<file path="src/rtl/mdu_pkg.sv">
// Shared definitions for the iterative multiply/divide unit: op encodings,
// FSM state encoding and a full-width two's-complement negate helper.
package mdu_pkg;

  localparam logic [1:0] MDU_MULU = 2'b00;
  localparam logic [1:0] MDU_MUL  = 2'b01;
  localparam logic [1:0] MDU_DIVU = 2'b10;
  localparam logic [1:0] MDU_DIV  = 2'b11;

  // Widest operand pair the negate helper covers (2 * max DATA_W).
  localparam int MDU_MAX_W = 128;

  typedef enum logic [2:0] {
    ST_IDLE = 3'd0,
    ST_PREP = 3'd1,
    ST_CALC = 3'd2,
    ST_FIX  = 3'd3,
    ST_DONE = 3'd4
  } mdu_state_e;

  function automatic logic [MDU_MAX_W-1:0] mdu_neg(input logic [MDU_MAX_W-1:0] v);
    return ~v + MDU_MAX_W'(1);
  endfunction

endpackage

</file>
<file path="src/rtl/mdu_div_step.sv">
// One restoring-division step: shift the next dividend bit into the partial
// remainder and subtract the divisor when it fits.
module mdu_div_step #(
  parameter int DATA_W = 32
) (
  input  logic [DATA_W-1:0] i_rem,
  input  logic              i_bit,
  input  logic [DATA_W-1:0] i_dvsr,
  output logic [DATA_W-1:0] o_rem,
  output logic              o_q
);

  logic [DATA_W:0] w_shift;
  logic [DATA_W:0] w_sub;

  assign w_shift = {i_rem, i_bit};
  assign o_q     = (w_shift >= {1'b0, i_dvsr});
  assign w_sub   = w_shift - {1'b0, i_dvsr};
  // Whichever branch is taken, the result is below the divisor and fits DATA_W.
  assign o_rem   = DATA_W'(o_q ? w_sub : w_shift);

endmodule

</file>
<file path="src/rtl/mul_div_unit.sv">
// Iterative multiply/divide unit, one bit per cycle, signed via magnitude + sign fix.
// Optional MDU_EARLY_OUT_EN: multiplies leave CALC once the remaining multiplier bits are zero.
//
// state | meaning
// IDLE  | waiting for start_i; operands latched on acceptance
// PREP  | take magnitudes, record result signs, trap divide-by-zero
// CALC  | DATA_W shift-add (mul) or restoring shift-subtract (div) steps
// FIX   | apply sign correction and load hi/lo
// DONE  | done_o pulse; results held
module mul_div_unit import mdu_pkg::*; #(
  parameter  int DATA_W = 32,
  localparam int CNT_W  = $clog2(DATA_W + 1)
) (
  input  logic              clk_i,
  input  logic              rst_i,
  input  logic              start_i,
  input  logic [1:0]        mode_i,
  input  logic [DATA_W-1:0] src1_i,
  input  logic [DATA_W-1:0] src2_i,
  input  logic              flush_i,
  output logic              busy_o,
  output logic              done_o,
  output logic [DATA_W-1:0] hi_o,
  output logic [DATA_W-1:0] lo_o,
  output logic              div_zero_o
);

  localparam int ACC_W = 2 * DATA_W;

  mdu_state_e        r_state, w_state_nxt;
  logic [1:0]        r_mode;
  logic [DATA_W-1:0] r_src1, r_src2;
  logic [ACC_W-1:0]  r_acc, r_opa;
  logic [DATA_W-1:0] r_opb, r_rem;
  logic [CNT_W-1:0]  r_cnt;
  logic              r_neg_lo, r_neg_hi;
  logic [DATA_W-1:0] r_hi, r_lo;
  logic              r_dz;

  logic              w_is_div, w_signed, w_s1, w_s2, w_div_zero, w_step_q;
  logic [DATA_W-1:0] w_abs1, w_abs2, w_step_rem, w_quo_neg, w_rem_neg;
  logic [ACC_W-1:0]  w_acc_neg;

  assign w_is_div   = (r_mode == MDU_DIVU) || (r_mode == MDU_DIV);
  assign w_signed   = (r_mode == MDU_MUL)  || (r_mode == MDU_DIV);
  assign w_s1       = w_signed & r_src1[DATA_W-1];
  assign w_s2       = w_signed & r_src2[DATA_W-1];
  assign w_abs1     = w_s1 ? DATA_W'(mdu_neg(MDU_MAX_W'(r_src1))) : r_src1;
  assign w_abs2     = w_s2 ? DATA_W'(mdu_neg(MDU_MAX_W'(r_src2))) : r_src2;
  assign w_div_zero = w_is_div && (r_src2 == '0);
  assign w_acc_neg  = ACC_W'(mdu_neg(MDU_MAX_W'(r_acc)));
  assign w_quo_neg  = DATA_W'(mdu_neg(MDU_MAX_W'(r_opb)));
  assign w_rem_neg  = DATA_W'(mdu_neg(MDU_MAX_W'(r_rem)));

  // Divisor magnitude lives in the low half of r_opa; r_opb shifts dividend out / quotient in.
  mdu_div_step #(.DATA_W(DATA_W)) u_div_step (
    .i_rem  (r_rem),
    .i_bit  (r_opb[DATA_W-1]),
    .i_dvsr (r_opa[DATA_W-1:0]),
    .o_rem  (w_step_rem),
    .o_q    (w_step_q)
  );

  always_ff @(posedge clk_i or negedge rst_i) begin
    if (!rst_i) r_state <= ST_IDLE;
    else        r_state <= w_state_nxt;
  end

  always_comb begin
    w_state_nxt = r_state;
    case (r_state)
      ST_IDLE: if (start_i) w_state_nxt = ST_PREP;
      ST_PREP: begin
        if (w_div_zero) w_state_nxt = ST_DONE;
        else begin
          w_state_nxt = ST_CALC;
`ifdef MDU_EARLY_OUT_EN
          if (!w_is_div && (w_abs2 == '0)) w_state_nxt = ST_FIX;
`endif
        end
      end
      ST_CALC: begin
        if (r_cnt == CNT_W'(1)) w_state_nxt = ST_FIX;
`ifdef MDU_EARLY_OUT_EN
        if (!w_is_div && (r_opb[DATA_W-1:1] == '0)) w_state_nxt = ST_FIX;
`endif
      end
      ST_FIX:  w_state_nxt = ST_DONE;
      ST_DONE: w_state_nxt = ST_IDLE;
      default: w_state_nxt = ST_IDLE;
    endcase
    if (flush_i) w_state_nxt = ST_IDLE;
  end

  always_comb begin
    busy_o = 1'b0;
    done_o = 1'b0;
    case (r_state)
      ST_PREP, ST_CALC, ST_FIX: busy_o = 1'b1;
      ST_DONE:                  done_o = 1'b1;
      default: ;
    endcase
  end

  // Flush freezes the datapath so the previous results stay visible.
  always_ff @(posedge clk_i or negedge rst_i) begin
    if (!rst_i) begin
      r_mode   <= '0;
      r_src1   <= '0;
      r_src2   <= '0;
      r_acc    <= '0;
      r_opa    <= '0;
      r_opb    <= '0;
      r_rem    <= '0;
      r_cnt    <= '0;
      r_neg_lo <= 1'b0;
      r_neg_hi <= 1'b0;
      r_hi     <= '0;
      r_lo     <= '0;
      r_dz     <= 1'b0;
    end else if (!flush_i) begin
      case (r_state)
        ST_IDLE: if (start_i) begin
          r_mode <= mode_i;
          r_src1 <= src1_i;
          r_src2 <= src2_i;
          r_dz   <= 1'b0;
        end
        ST_PREP: begin
          r_cnt    <= CNT_W'(DATA_W);
          r_acc    <= '0;
          r_rem    <= '0;
          r_neg_lo <= w_s1 ^ w_s2;
          if (w_is_div) begin
            r_opa    <= ACC_W'(w_abs2);
            r_opb    <= w_abs1;
            r_neg_hi <= w_s1;
          end else begin
            r_opa    <= ACC_W'(w_abs1);
            r_opb    <= w_abs2;
            r_neg_hi <= w_s1 ^ w_s2;
          end
          if (w_div_zero) begin
            r_hi <= r_src1;
            r_lo <= '1;
            r_dz <= 1'b1;
          end
        end
        ST_CALC: begin
          r_cnt <= r_cnt - CNT_W'(1);
          if (w_is_div) begin
            r_rem <= w_step_rem;
            r_opb <= {r_opb[DATA_W-2:0], w_step_q};
          end else begin
            if (r_opb[0]) r_acc <= r_acc + r_opa;
            r_opa <= r_opa << 1;
            r_opb <= r_opb >> 1;
          end
        end
        ST_FIX: begin
          if (w_is_div) begin
            r_lo <= r_neg_lo ? w_quo_neg : r_opb;
            r_hi <= r_neg_hi ? w_rem_neg : r_rem;
          end else begin
            {r_hi, r_lo} <= r_neg_lo ? w_acc_neg : r_acc;
          end
        end
        default: ;
      endcase
    end
  end

  assign hi_o       = r_hi;
  assign lo_o       = r_lo;
  assign div_zero_o = r_dz;

endmodule

</file>
<file path="config.mk">
export PLATFORM = sky130hd
export DESIGN_NAME = mul_div_unit
export DESIGN_NICKNAME = d
export VERILOG_FILES = /design/src/rtl/mdu_pkg.sv /design/src/rtl/mdu_div_step.sv /design/src/rtl/mul_div_unit.sv
export SDC_FILE = /design/constraint.sdc
export NUM_CORES = 1
export LEC_CHECK = 0
export ABC_AREA = 1
export BUFFER_PORTS_ARGS = -buffer_cell sky130_fd_sc_hd__buf_4
export CORE_UTILIZATION = 34
export CTS_CLUSTER_SIZE = 20
export DETAILED_ROUTE_END_ITERATION = 8
export GPL_ROUTABILITY_DRIVEN = 0
export GPL_TIMING_DRIVEN = 0
export PLACE_DENSITY = 0.49
export SLEW_MARGIN = 25
export SYNTH_ARGS = -nofsm -noshare
export SYNTH_HDL_FRONTEND = slang
export SYNTH_SLANG_ARGS = --single-unit
</file>
<file path="constraint.sdc">
create_clock -name clk_i -period 5.3 [get_ports clk_i]
set_input_delay 1.06 -clock clk_i [delete_from_list [all_inputs] [get_ports clk_i]]
set_output_delay 1.06 -clock clk_i [all_outputs]
set_load 0.01 [all_outputs]
</file>
[Word-level counts from Yosys, hierarchy flattened]
Index checks and enable logic that the tools add are counted.
Storage, ports and cells
  register bits: 334
  output and inout bits: 67
  bits of input ports: 70
Cells by class
  $lt $le $gt $ge: 1
  reductions and logical operators: 18
  bitwise gates (word level): 9
  muxes and demuxes: 35
  add/sub/neg operators: 8
  equal/unequal tests: 15
Operator list (number)
  two-way mux 32 bit: 13
  two-way mux 64 bit: 4
  one-hot mux 32 bit (2 select lines): 4
  one-hot mux 64 bit (2 select lines): 2
  adder 32 x 1 -> 32 bit (second input constant): 4
  inverter 32 bit: 4
  adder 64 x 1 -> 64 bit (second input constant): 1
  adder 64 bit: 1
  inverter 64 bit: 1
  greater-or-equal comparator 33 x 32 -> 1 bit: 1
  logical NOT 32 bit: 1
  subtractor 32 bit: 1
  two-way mux 3 bit: 4
  one-hot mux 3 bit (4 select lines): 1
  one-hot mux 6 bit (2 select lines): 1
  AND reduction 3 bit: 4
  != test 2 bit (second input constant): 5
  AND reduction 4 bit: 2
  == test 3 x 2 -> 1 bit (second input constant): 2
  == test 6 x 1 -> 1 bit (second input constant): 1
  != test 3 bit (second input constant): 2
  AND reduction 2 bit: 3
  nonzero test 2 bit: 3
  subtractor 6 x 1 -> 6 bit (second input constant): 1
  13 further kinds: 20

[Longest topological paths before layout]
Gate-level depths: netlist of run 1.
  word-level depth: 6
  depth in mapped cells: 17
  mapped depth without buffers: 17

[Cells and area by module]
A second synthesis of run 1 with hierarchy kept.
Second synthesis, totals
  cell total of the unflattened synthesis: 4927
  area total of the unflattened synthesis: 29315.6 um^2
Modules (own cells, without submodules)
  mul_div_unit: instances 1, cells an instance 4280, seq. area each 8358.0 um^2, area each 26155.1 um^2
  mdu_div_step: instances 1, cells an instance 647, seq. area each 0.0 um^2, area each 3160.5 um^2

[Worst setup path after synthesis of run 1]
Ideal clock, no wire load.
  path kind: input to register
  from: input port flush_i
  to: register r_lo[13], in the netlist lo_o[13]
  stages: 9
  buffers on the path: 1
  path slack: 3051 ps
  library setup time: 119 ps
  arrival time: 2129 ps
  required time: 5181 ps
  cells stage by stage: nor2_1 -> nand2_1 -> inv_1 -> nand2_1 -> inv_1 -> clkbuf_1 -> o21ai_0 -> o22ai_1 -> inv_1
On the way
  longest elaborated chain between the ends: 2
RTL lines
  start: declaration: RTL line mul_div_unit.sv:20  | input logic flush_i,
  inverter 1 bit (no source line)
  AND reduction 3 bit (no source line)
  end signal: assignment: RTL line mul_div_unit.sv:162  | r_lo <= r_neg_lo ? w_quo_neg : r_opb;
  end signal: assignment: RTL line mul_div_unit.sv:165  | {r_hi, r_lo} <= r_neg_lo ? w_acc_neg : r_acc;
  end: declaration: RTL line mul_div_unit.sv:37  | logic [DATA_W-1:0] r_hi, r_lo;
No other way between the ends.
A chain may end at the register's enable or synchronous reset.

[Final worst setup path of run 1]
  from: register r_acc[0]
  to: register r_acc[44]
On the way
  longest elaborated chain between the ends: 4
RTL lines
  start: declaration: RTL line mul_div_unit.sv:33  | logic [ACC_W-1:0] r_acc, r_opa;
  start signal: assignment: RTL line mul_div_unit.sv:155  | if (r_opb[0]) r_acc <= r_acc + r_opa;
  adder 64 bit: RTL line mul_div_unit.sv:155
  two-way mux 64 bit: RTL line mul_div_unit.sv:155
  two-way mux 64 bit: RTL line mul_div_unit.sv:151  | if (w_is_div) begin
  one-hot mux 64 bit (2 select lines): RTL line mul_div_unit.sv:122  | case (r_state)
No other way between the ends. The select of a mux whose other input is x is not followed.

==> results_dict.tcl, run 1 <==
set metrics [dict create \
    power.density_mw_per_mm2 503 \
    seqCellArea_sq_mm 0.00836 \
    drt-total-wl_um 141000 \
    grt_max_degree 85 \
    htreeDepth 2 \
    ir_drop_mv 0.276 \
    finalClockSkew_ns 0.0352 \
    min_period_over_period 0.645 \
    syn_to_final_growth_pct 14.1 \
    max_cap_viol_count 0 \
    rsz0062_at_grt "no" \
    yosysTopAreaCell "dfrtp_1" \
    power_uw 16600 \
    io_pins 137 \
    startpoint "r_acc[0]$_DFFE_PN0P_" \
    cts_inserted_buffers 43 \
    clock_path_buffers 3 \
    dieHeight_um 294 \
    cts_setup_buffers 0 \
    drive_gt1_frac 0.0542 \
    startpoint_type "flop" \
    netlist_area_sq_mm 0.0289 \
    clkLatencyLatePin_ns 0.62 \
    dp_hpwl_um 117000 \
    yosysMostFrequentCell "nand2_1" \
    cts_root_buffer "clkbuf_16" \
    max_stage_delay_ns 0.50 \
    grt.total_usage 0.322 \
    vias_per_cell 5.33 \
    slew_viol_final 0 \
    path_cells "ha_1 -> inv_1 -> fa_1 -> inv_1 -> nand3_1 -> nand2_1 -> nand2_1 -> nand2_1 -> nand2_1 -> nand2_1 -> nand3_1 -> nand2_1 -> nand2_1 -> nand2_1 -> nand2_1 -> nand3_1 -> nand2_1" \
    ff2ff_path_depth 17 \
    drt_first_pass_iters 6 \
    avgSynthCellArea_sq_um 5.95 \
    drt_iter0_markers 3154 \
    cp_common_cell "nand2_1" \
    io_buffers 136 \
    reg2reg_to "r_acc[44]$_DFFE_PN0P_" \
    fin_nets 5215 \
    dpl_cell_area_sq_mm 0.0315 \
    max_freq_mhz 292 \
    overflow 0 \
    whs_ns 0.299 \
    yosys_warnings 0 \
    die_w_um 294 \
    synth_cell_types 46 \
    cp-end-kind "flop" \
    hp-class "in2async" \
    synth.ff_latch_count 334 \
    synth-main-ff-cell "dfrtp_1" \
    cp_num_buf_inv 2 \
    synth_top_area_frac 0.289 \
    grt_pass1_wl_um 205000 \
    final_area_sq_mm 0.0330 \
    relSlewSlack 0.271 \
    vias 33100 \
    min_period_ns 3.42 \
    cp_slowest_cell "dfrtp_1" \
    coreArea_sq_mm 0.0838 \
    rrSetupSlack_ns 1.88 \
    r2r-start "r_acc[0]$_DFFE_PN0P_" \
    tns_ns 0 \
    synth_commonest_cells "1,605 x nand2_1, 641 x inv_1, 564 x nor2_1, 524 x nand3_1, 334 x dfrtp_1" \
    synth-edff-count 0 \
    finalSetupViolCount 0 \
    initial_utilization 0.345 \
    fillers 9469 \
    async_reset_ff_frac 1.00 \
    antenna_found_initial 3 \
    worst_slew_pin_slew_ns 1.09 \
    ctsHoldBuffers 0 \
    status "complete, no violations" \
    cp_max_fo 4 \
    ant_nets 0 \
    cts_tree "done" \
    clock-sinks 334 \
    crit_required_ns 5.78 \
    grt_pass1_vias 30800 \
    p_leak_uw 0.0172 \
    antennaDiodeCount 0 \
    syn_inst 4856 \
    critical_path.top_delay_family "simple AND/OR/NAND/NOR gates" \
    dieArea_sq_mm 0.0862 \
    synth_nets 5030 \
    crit_type "reg2reg" \
    row_count 106 \
    clkTransAtPathRegs_ns 0.06 \
    worst_ep_arrival_time_ns 3.90 \
    multi_input_area_sq_mm 0.0175 \
    routedWlPerCell_um 22.8 \
    cts.repair.resized 0 \
    hold_violations 0 \
    synth_area_leaders "dfrtp_1 29%, nand2_1 21%, nand3_1 9.1%" \
    route.detailed.drc 0 \
    yosysSeqAreaShare 0.289 \
]
## final cells by class
| class | instances | area share |
|---|---|---|
| multi-input combinational | 3717 | 0.529 |
| inverter | 649 | 0.0739 |
| sequential | 334 | 0.254 |
| tap | 1134 | 0.0430 |
| timing repair buffer | 140 | 0.0345 |
| clock buffer | 60 | 0.0379 |
| buffer | 156 | 0.0196 |
| clock inverter | 20 | 0.00797 |
## logic make-up (layout without fill, tap and decap cells)
kind of cell / Yosys count / count (layout) / share of synthesized area
AOI/OAI and AO/OA: 739 / 739 / 0.142
xor gates and xnor gates: 58 / 58 / 0.0176
adders and majority gates: 104 / 104 / 0.0456
buffers and inverters: 805 / 1025 / 0.107
DFF: 334 / 334 / 0.289
and+or+nand+nor: 2816 / 2816 / 0.399
## through the flow
stage	util	setup WS, ns	cells
finish	0.393	1.88	6210
global route	0.393	1.79	6210
CTS	0.393	1.94	6210
detailed placement	0.375	1.81	6130
global placement	0.374	-0.426	6126
floorplan	-	3.05	4856
## worst max-delay path by stage
stage / depth (start not counted) / end / slack [ns]
after global routing: 17 / r_acc[44]$_DFFE_PN0P_ / 1.79
after floorplan: 9 / lo_o[13]$_DFFE_PN0P_ / 3.05
after CTS: 17 / r_acc[44]$_DFFE_PN0P_ / 1.94
final: 17 / r_acc[44]$_DFFE_PN0P_ / 1.88
after detailed placement: 8 / r_mode[1]$_DFFE_PN0P_ / 1.81
after global placement: 1 / r_src2[21]$_DFFE_PN0P_ / -0.43
## placed cells by master (no fill, tap or decap), drive strengths merged, types with 24 or more instances in the layout
master and count:
xor2 34, dfrtp 334, nor3 34, a21oi 285
nand2 1606, ha 102, clkbuf 166, buf 190
o21ai 292, inv 649, o211ai 29, a22oi 24
xnor2 24, nand4 38, nor2 566, nand3 525
## registers in the layout (all words and copies together), names as in the netlist, 6 cells and up
signal and count:
hi_o 32, lo_o 32, r_acc 64, r_cnt 6, r_opa 64, r_opb 32, r_rem 32, r_src1 32
r_src2 32
## where the power goes
group | internal [uW] | switching, uW | total, uW
Sequential | 3240 | 1070 | 4300
Combinational | 2570 | 6540 | 9110
Clock | 1860 | 1320 | 3180
Total | 7660 | 8930 | 16600
## layer usage
metal | up-vias | wire length, um | global-route usage
met4 | 4 | 8460 | 0.171
li1 | 16000 | - | -
met1 | 15500 | 60600 | 0.426
met2 | 1288 | 62800 | 0.512
met5 | - | 26 | 0
met3 | 317 | 9530 | 0.0416
## worst reg2reg max path: cells and delay by family, from the launching register on
kind / cells / cell delay, ns
adders and majority gates: 2 / 0.80
buffers and inverters: 2 / 0.23
DFF: 1 / 0.50
and+or+nand+nor: 13 / 1.76
(Power assumes the default switching activity.)
==> run 2, diff against run 1 <==
ABC_AREA = 0   (was 1)
PLACE_DENSITY = 0.51   (was 0.49)
clock period = 3.05 ns   (was 5.3 ns; I/O delays follow)
==> results_dict.tcl, run 2 <==
set metrics [dict create \
    status "finished, violations left" \
    violations "setup timing" \
    synth_nets 3079 \
    reg2reg_to "hi_o[24]$_DFFE_PN0P_" \
    synth.ff_latch_count 334 \
    rrSetupSlack_ns -0.61 \
    worst_slew_pin_slew_ns 1.17 \
    worst_ep_arrival_time_ns 4.12 \
    path_cells "inv_2 -> ha_4 -> or3b_4 -> or4_4 -> nor4_4 -> nand3_4 -> or3_4 -> o31ai_4 -> a21boi_4 -> xor2_2 -> o211ai_1 -> o21ai_1 -> o21ai_1" \
    cts_inserted_buffers 41 \
    cts_root_buffer "clkbuf_16" \
    layout_common_cells "355 x nand2_1, 277 x dfrtp_1, 259 x buf_4" \
    power_uw 29900 \
    synth_top_area_frac 0.350 \
    finalSetupViolCount 71 \
    clock-sinks 334 \
    yosysMostFrequentCell "nand2_1" \
    fin_nets 3411 \
    drt_first_pass_iters 7 \
    startpoint "r_acc[0]$_DFFE_PN0P_" \
    yosys.area_share.simple 0.174 \
    cp_max_fo 4 \
    row_count 96 \
    async_reset_ff_frac 1.00 \
    p_leak_uw 0.0140 \
    syn_to_final_growth_pct 37.1 \
    grt_pass1_wl_um 150000 \
    startpoint_type "flop" \
    yosysTopAreaCell "dfrtp_1" \
    cts_tree "done" \
    drive_gt1_frac 0.310 \
    p_clk_frac 0.173 \
    dieArea_sq_mm 0.0714 \
    tns_ns -18.27 \
    die_w_um 267 \
    dieHeight_um 267 \
    coreArea_sq_mm 0.0691 \
    dp_hpwl_um 76800 \
    final_common_cell "nand2_1" \
    synth_cell_types 74 \
    ff2ff_path_depth 13 \
    overflow 0 \
    power_frac_comb 0.578 \
    cp_common_cell "o21ai_1" \
    seqCellArea_sq_mm 0.00843 \
    setup_slack_ns -0.614 \
    grt_pass1_vias 23900 \
    routedWlPerCell_um 24.3 \
    relSlewSlack 0.217 \
    grt_max_degree 90 \
    vias 24200 \
    yosysSeqAreaShare 0.350 \
    drt-total-wl_um 102000 \
    avgSynthCellArea_sq_um 8.23 \
    syn_inst 2905 \
    ir_drop_mv 0.575 \
    io_pins 137 \
    yosys_warnings 0 \
    clkTransAtPathRegs_ns 0.06 \
    synth_fa_ha_area_frac 0.0551 \
    ant_nets 0 \
    crit_type "reg2reg" \
    critical_path.top_delay_family "simple AND/OR/NAND/NOR gates" \
    r2r-start "r_acc[0]$_DFFE_PN0P_" \
    io_buffers 136 \
    htreeDepth 2 \
    synth-edff-count 0 \
    hp-class "in2reg" \
    multi_input_area_sq_mm 0.0181 \
    synth_xor_area_frac 0.0982 \
    cp_num_buf_inv 1 \
    synth_area_leaders "dfrtp_1 35%, a21oi_1 6.0%, nand2_1 5.9%" \
    p_seq_frac 0.249 \
    min_period_ns 3.66 \
    finalClockSkew_ns 0.0546 \
    synth_commonest_cells "374 x nand2_1, 334 x dfrtp_1, 288 x a21oi_1, 251 x o21ai_0, 245 x nor2_1" \
    power.density_mw_per_mm2 912 \
    clock_path_buffers 3 \
    vias_per_cell 5.77 \
    top_regs "r_acc: 64 flops, r_opa: 64 flops" \
    crit_required_ns 3.51 \
    hold_violations 0 \
    antenna_found_initial 0 \
    synth_compound_area_frac 0.233 \
    fin_util 0.475 \
    grt.total_usage 0.279 \
    synth_top_family_by_area "compound AO/OA/AOI/OAI gates" \
    initial_utilization 0.346 \
    cp-end-kind "flop" \
    max_stage_delay_ns 0.47 \
    power.switching_uw 13900 \
    fillers 6493 \
    path_depth 13 \
    slew_viol_final 0 \
    antennaDiodeCount 0 \
    max_freq_mhz 273 \
    max_cap_viol_count 0 \
    rsz0062_at_grt "yes" \
    netSwitchingFraction 0.465 \
    cp_slowest_cell "or4_4" \
    min_period_over_period 1.20 \
    clkLatencyLatePin_ns 0.62 \
    drt_iter0_markers 2454 \
    synth-main-ff-cell "dfrtp_1" \
    netlist_area_sq_mm 0.0239 \
    crit_end "hi_o[24]$_DFFE_PN0P_" \
    p_int_uw 16000 \
    route.detailed.drc 0 \
    synth_mux_area_frac 0.0487 \
]
[run 2: metal layers]
| metal | vias to the layer above | track usage | part of all wire |
|---|---|---|---|
| li1 | 11000 | - | - |
| met1 | 12000 | 0.357 | 0.41 |
| met2 | 970 | 0.460 | 0.47 |
| met3 | 252 | 0.0400 | 0.065 |
| met4 | 0 | 0.139 | 0.055 |
| met5 | - | 0 | 0 |
[run 2: repair_timing]
action / CTS / global route
resized for setup: 544 / 345
buffers inserted: 123 / 63
endpoints found under the setup margin: 226 / 204
pin swaps: 141 / 172
endpoints found under the hold margin: 47 / 0
gates cloned: 1 / 2
hold buffers: 1 / 0
[run 2: worst min path at each step]
stage                               from                      to  slack, ns  cells past startpoint
global route                   src2_i[9]   r_src2[9]$_DFFE_PN0P_       0.22                      2
CTS                              flush_i  r_state[0]$_DFFE_PN0P_       0.20                      2
global placement    lo_o[16]$_DFFE_PN0P_    lo_o[16]$_DFFE_PN0P_       0.48                      2
floorplan                          rst_i  div_zero_o$_DFFE_PN0P_       0.31                      0
detailed placement  hi_o[21]$_DFFE_PN0P_    hi_o[21]$_DFFE_PN0P_       0.48                      2
finish                         src2_i[7]   r_src2[7]$_DFFE_PN0P_       0.22                      2
[run 2: power by group through the flow]
stage / clock network (uW) / logic (uW) / registers (uW)
floorplan: 0 / 7700 / 6600
global placement: 0 / 11600 / 7150
detailed placement: 0 / 11800 / 7180
CTS: 5270 / 15200 / 7270
global route: 5420 / 18200 / 7500
finish: 5180 / 17300 / 7430
[run 2: metrics by stage]
stage               cells  instance area, sq um  setup WS [ns]  hold slack (ns)
global placement     3972                 26200          -1.92            0.476
detailed placement   3977                 26300          -1.48            0.477
floorplan            2905                 24000         -0.127            0.314
finish               4198                 32800         -0.614            0.224
CTS                  4151                 31100         -0.701            0.200
global route         4198                 32800         -0.704            0.225
[run 2: cells by family after synthesis]
group,count (synthesis)
adder cells (fa/ha/maj),104
flip-flops,334
XOR/XNOR,268
multiplexers,104
AO/OA/AOI/OAI,910
AND/OR/NAND/NOR,923
buffers and inverters,262
[run 2: layout make-up]
cell class	count	share of cell area
Timing Repair Buffer	316	0.0824
Clock buffer	62	0.0377
Buffer	154	0.0213
Sequential cell	334	0.257
Clock inverter	11	0.00492
Tap cell	931	0.0355
Inverter	81	0.00973
Multi-Input combinational cell	2309	0.551
[run 2: worst register-to-register path, delay by kind of cell (launching register included)]
family | cells | cell delay, ns
adder cells (fa/ha/maj) | 1 | 0.13
flip-flops | 1 | 0.40
XOR/XNOR | 1 | 0.28
buffers and inverters | 1 | 0.09
AND/OR/NAND/NOR | 5 | 1.67
AO/OA/AOI/OAI | 5 | 0.95
